[config.mk]
export PLATFORM = sky130hd
export DESIGN_NAME = ibex_dummy_reseed_ctrl
export DESIGN_NICKNAME = d
export VERILOG_FILES = /design/src/rtl/ibex_dummy_reseed_ctrl.sv
export SDC_FILE = /design/constraint.sdc
export NUM_CORES = 1
export LEC_CHECK = 0
export ABC_AREA = 1
export CAP_MARGIN = 40
export CORE_MARGIN = 2
export CORE_UTILIZATION = 60
export CTS_CLUSTER_SIZE = 12
export DETAILED_ROUTE_END_ITERATION = 16
export DONT_BUFFER_PORTS = 1
export GPL_ROUTABILITY_DRIVEN = 0
export MAX_ROUTING_LAYER = met4
export PLACE_DENSITY = 0.88
export SLEW_MARGIN = 10
export SYNTH_ARGS = -nofsm -noshare
export SYNTH_HDL_FRONTEND = slang
export SYNTH_SLANG_ARGS = --single-unit
[constraint.sdc]
create_clock -name clk_i -period 4.1 [get_ports clk_i]
set_input_delay 0.41 -clock clk_i [delete_from_list [all_inputs] [get_ports clk_i]]
set_output_delay 0.41 -clock clk_i [all_outputs]
set_load 0.02 [all_outputs]
[src/rtl/ibex_dummy_reseed_ctrl.sv]
// Dummy-instruction seed controller: counts inserted dummies, fetches fresh entropy
// over the EDN handshake and loads it into the generator. Optional macro: IBEX_DUMMY_RESEED_TIMEOUT_EN.
`timescale 1ns/1ps
module ibex_dummy_reseed_ctrl #(
    parameter int unsigned PERIOD_W       = 16,
    parameter int unsigned TIMEOUT_CYCLES = 255
) (
    input  logic                clk_i,
    input  logic                rst_ni,
    input  logic                ctrl_en_i,
    input  logic [PERIOD_W-1:0] reseed_period_i,
    input  logic                sw_reseed_i,
    input  logic                insert_dummy_instr_i,
    input  logic                id_in_ready_i,
    output logic                edn_req_o,
    input  logic                edn_ack_i,
    input  logic [31:0]         edn_data_i,
    output logic                seed_en_o,
    output logic [31:0]         seed_o,
    output logic                busy_o,
    output logic                reseed_err_o
);

    typedef enum logic [1:0] {
        IDLE = 2'd0,
        REQ  = 2'd1,
        LOAD = 2'd2
    } state_e;

    state_e              state_reg, state_next;
    logic [PERIOD_W-1:0] cnt_reg, cnt_next;
    logic                sw_pending_reg, sw_pending_next;
    logic [31:0]         seed_reg, seed_next;
    logic                insert_evt;
    logic                auto_trig;
    logic                trig;
    logic                timeout_hit;

    if (TIMEOUT_CYCLES < 1 || TIMEOUT_CYCLES > 255) begin : g_bad_timeout
        $error("TIMEOUT_CYCLES must be in 1..255");
    end

    assign insert_evt = insert_dummy_instr_i & id_in_ready_i;
    assign auto_trig  = ctrl_en_i && (reseed_period_i != '0) && (cnt_reg >= reseed_period_i);
    assign trig       = auto_trig | sw_reseed_i | sw_pending_reg;

`ifdef IBEX_DUMMY_RESEED_TIMEOUT_EN
    localparam logic [7:0] TMO_LAST = 8'(TIMEOUT_CYCLES - 1);

    logic [7:0] tmo_cnt_reg, tmo_cnt_next;
    logic       err_reg;

    // Counter restarts from zero on every entry into REQ.
    assign tmo_cnt_next = (state_reg == REQ) ? tmo_cnt_reg + 8'd1 : 8'd0;
    assign timeout_hit  = (state_reg == REQ) && !edn_ack_i && (tmo_cnt_reg == TMO_LAST);

    always_ff @(posedge clk_i or negedge rst_ni) begin
        if (!rst_ni) begin
            tmo_cnt_reg <= 8'd0;
            err_reg     <= 1'b0;
        end else begin
            tmo_cnt_reg <= tmo_cnt_next;
            err_reg     <= timeout_hit;
        end
    end

    assign reseed_err_o = err_reg;
`else
    assign timeout_hit  = 1'b0;
    assign reseed_err_o = 1'b0;
`endif

    always_ff @(posedge clk_i or negedge rst_ni) begin
        if (!rst_ni) begin
            state_reg      <= IDLE;
            cnt_reg        <= '0;
            sw_pending_reg <= 1'b0;
            seed_reg       <= 32'd0;
        end else begin
            state_reg      <= state_next;
            cnt_reg        <= cnt_next;
            sw_pending_reg <= sw_pending_next;
            seed_reg       <= seed_next;
        end
    end

    always_comb begin
        state_next = state_reg;
        case (state_reg)
            IDLE: if (trig) state_next = REQ;
            REQ: begin
                if (edn_ack_i)        state_next = LOAD;
                else if (timeout_hit) state_next = IDLE;
            end
            LOAD:    state_next = IDLE;
            default: state_next = IDLE;
        endcase
    end

    // Counter saturates at the period so a stalled handshake cannot wrap it.
    always_comb begin
        cnt_next = cnt_reg;
        if (!ctrl_en_i || (reseed_period_i == '0) || (state_reg == LOAD) || timeout_hit) begin
            cnt_next = '0;
        end else if (insert_evt && (cnt_reg < reseed_period_i)) begin
            cnt_next = cnt_reg + PERIOD_W'(1);
        end
    end

    always_comb begin
        sw_pending_next = sw_pending_reg;
        if (state_reg == IDLE) begin
            if (trig) sw_pending_next = 1'b0;
        end else if (sw_reseed_i) begin
            sw_pending_next = 1'b1;
        end
    end

    always_comb begin
        seed_next = seed_reg;
        if ((state_reg == REQ) && edn_ack_i) seed_next = edn_data_i;
    end

    always_comb begin
        edn_req_o = (state_reg == REQ);
        seed_en_o = (state_reg == LOAD);
        busy_o    = (state_reg != IDLE);
        seed_o    = seed_reg;
    end

endmodule

==> flow_metrics.py <==
metrics = {
    "synth": {
        "synth_nets": 451,
        "synth_top_area_share_pct": 44.7,
        "synth-seq-cells": 51,
        "synth_ff_type": "dfrtp_1",
        "syn_area_um2": 2860,
        "synth_cell_type_count": 25,
        "synth_most_common_cell": "nand2_1",
        "ys_top_cells_by_area": "dfrtp_1 (45%), nand2_1 (22%), ha_1 (7.4%)",
        "synthCells": 379,
        "synthArstFlopShare_pct": 100,
        "netlist_top_cells_count": "nand2_1 (165), dfrtp_1 (51), nor2_1 (41), inv_1 (27), nand3_1 (27)",
        "yosysTopAreaCell": "dfrtp_1",
        "syn_area_per_cell_um2": 7.53,
        "ys_seq_area_share_pct": 44.7,
        "synth_warnings": 0,
        "synth-edff-count": 0,
    },
    "finish": {
        "instances_no_fill": 434,
        "fill_cells": 397,
        "drive_above_1_share_pct": 5.79,
        "fin_nets": 451,
        "antenna_cells": 0,
        "largest_reg_flops": 32,
        "areaGrowthSynthToFinish_pct": 7.32,
    },
    "min_path": {
        "hold_class": "input port to register",
    },
    "global_route": {
        "grt_pass1_wl_um": 9970,
        "gr-usage-met1_pct": 29.5,
        "grt_max_degree": 52,
        "overflow": 0,
        "met3_usage_pct": 5.39,
        "track_usage_pct": 24.7,
        "use_met2_pct": 41.5,
        "grt_pass1_vias": 2350,
        "busiest_layer": "met2",
        "antenna_found_initial": 0,
    },
    "sta": {
        "worstMarginPinSlew_ns": 0.549,
        "fin_ws_ns": 1.91,
        "finalMaxSlewViolations": 0,
        "relSlewSlack_pct": 63.3,
        "rsz0062_at_grt": "no",
        "finalHoldViolCount": 0,
        "setup_violations": 0,
        "period_needed_ns": 2.19,
        "period_share_pct": 53.3,
        "fin_setup_tns_ns": 0,
        "final.setup_skew_ns": 0.00877,
        "fmax_mhz": 457,
    },
    "route": {
        "wl_per_cell_um": 13.5,
        "avgViaCountPerCell": 5.44,
        "routed_wl_um": 5870,
        "drc": 0,
        "ant_nets": 0,
        "drt-initial-drc-count": 146,
        "num_vias": 2363,
        "dr.pass1.iters": 4,
    },
    "clocking": {
        "clkTransAtPathRegs_ns": 0.09,
        "clock-root-buffer": "clkbuf_8",
        "cts_tree": "yes",
        "postCtsSetupBuffers": 0,
        "h-tree-depth": 2,
        "cts_buffers": 5,
        "insertion_delay_ns": 0.30,
        "cts_sinks": 51,
        "cts_max_path_buffers": 2,
    },
    "critical_path": {
        "cp_top_family": "simple AND/OR/NAND/NOR gates",
        "cp.arrival_ns": 2.43,
        "cp_max_fo": 28,
        "slowest_stage": "nand2_1",
        "path_cells": "nor2_1 > nand2_1 > buf_8 > inv_1 > buf_16 > nand2_1 > nand2_1",
        "crit_path_frequent_cell": "nand2_1",
        "path_class": "register to register",
        "start_kind": "register",
        "end_kind": "register",
        "cp.required_ns": 4.35,
        "slowest_delay_ns": 0.47,
        "cp_num_buf_inv": 3,
    },
    "outcome": {
        "outcome": "finished, final reports clean",
    },
    "placed_design": {
        "dp_hpwl_um": 4450,
        "io_buffers": 0,
        "preCtsSetupSlack_ns": 1.91,
        "dp.cells": 424,
    },
    "die": {
        "core_um2": 4660,
        "initial_core_util_pct": 61.3,
        "fp-row-count": 25,
        "ioPinCount": 91,
        "fp.dieH_um": 73.0,
        "die_w_um": 73.0,
        "die_area_um2": 5330,
    },
    "job": {
        "drv_cap": 0,
    },
    "pwr": {
        "powerDensity_nw_per_um2": 572,
        "p_leak_nw": 1.66,
        "peakVddDrop_mv": 0.396,
    },
}
final timing paths:
check	startpoint	end	slack (ns)	depth (start not counted)
max	state_reg[1]	seed_o[4]	1.91	7
min	edn_data_i[21]	seed_o[21]	0.21	2
max reg2reg	state_reg[1]	seed_o[4]	1.91	7
min reg2reg	sw_pending_reg	sw_pending_reg	0.49	2
max in group asynchronous	rst_ni	cnt_reg[6]	3.25	2
min in group asynchronous	rst_ni	seed_o[3]	0.62	2
through the flow:
step                      area (µm²)  hold WS [ns]  total power, mW  utilization (%)
after CTS                       3060         0.204             1.77             65.7
after detailed placement        2910         0.115             1.39             62.3
after global routing            3060         0.198             1.87             65.7
after global placement          2860         0.116             1.33             61.4
final                           3060         0.210             1.75             65.7
after floorplan                 2860         0.114             1.27                -
final cells by class:
| class | instances | area (µm²) | area share (%) |
|---|---|---|---|
| Sequential cell | 51 | 1280 | 41.6 |
| Clock inverter | 2 | 38.8 | 1.27 |
| Tap cell | 54 | 67.6 | 2.20 |
| Multi-Input combinational cell | 286 | 1400 | 45.8 |
| Timing Repair Buffer | 4 | 80.1 | 2.61 |
| Clock buffer | 6 | 82.6 | 2.69 |
| Inverter | 31 | 116 | 3.80 |
where the power goes:
part | internal [mW] | switching (mW) | leakage (nW)
logic | 0.142 | 0.254 | 0.943
registers | 0.671 | 0.320 | 0.657
clock network | 0.201 | 0.164 | 0.0618
cells by family after synthesis:
| group | Yosys count | synth area share, % |
|---|---|---|
| AO/OA/AOI/OAI | 10 | 2.19 |
| XOR/XNOR | 13 | 3.99 |
| adder cells (fa/ha/maj) | 17 | 7.45 |
| buffers and inverters | 42 | 6.18 |
| flip-flops | 51 | 44.7 |
| other | 1 | 0.131 |
| AND/OR/NAND/NOR | 245 | 35.4 |
what timing repair did:
item,CTS,global route
hold endpoints to repair,51,0
gates resized for setup,0,0
hold buffers,2,0
metal layers:
metal	up-vias	part of all wire, %
met5	-	0
met4	0	1.3
met3	8	7.2
met2	89	50
met1	1092	41
li1	1174	-
placed cells by master (no fill, tap or decap), drive strengths merged:
master	instances
nand2	168
buf	3
inv	32
nand4	7
a21o	1
xor2	9
or2	1
dlygate4sd3	1
clkbuf	6
conb	1
o21ai	1
a21boi	1
bufinv	1
xnor2	4
ha	17
nand3	27
nor2	41
nor3b	1
a21oi	7
dfrtp	51
(Power assumes the default switching activity.)
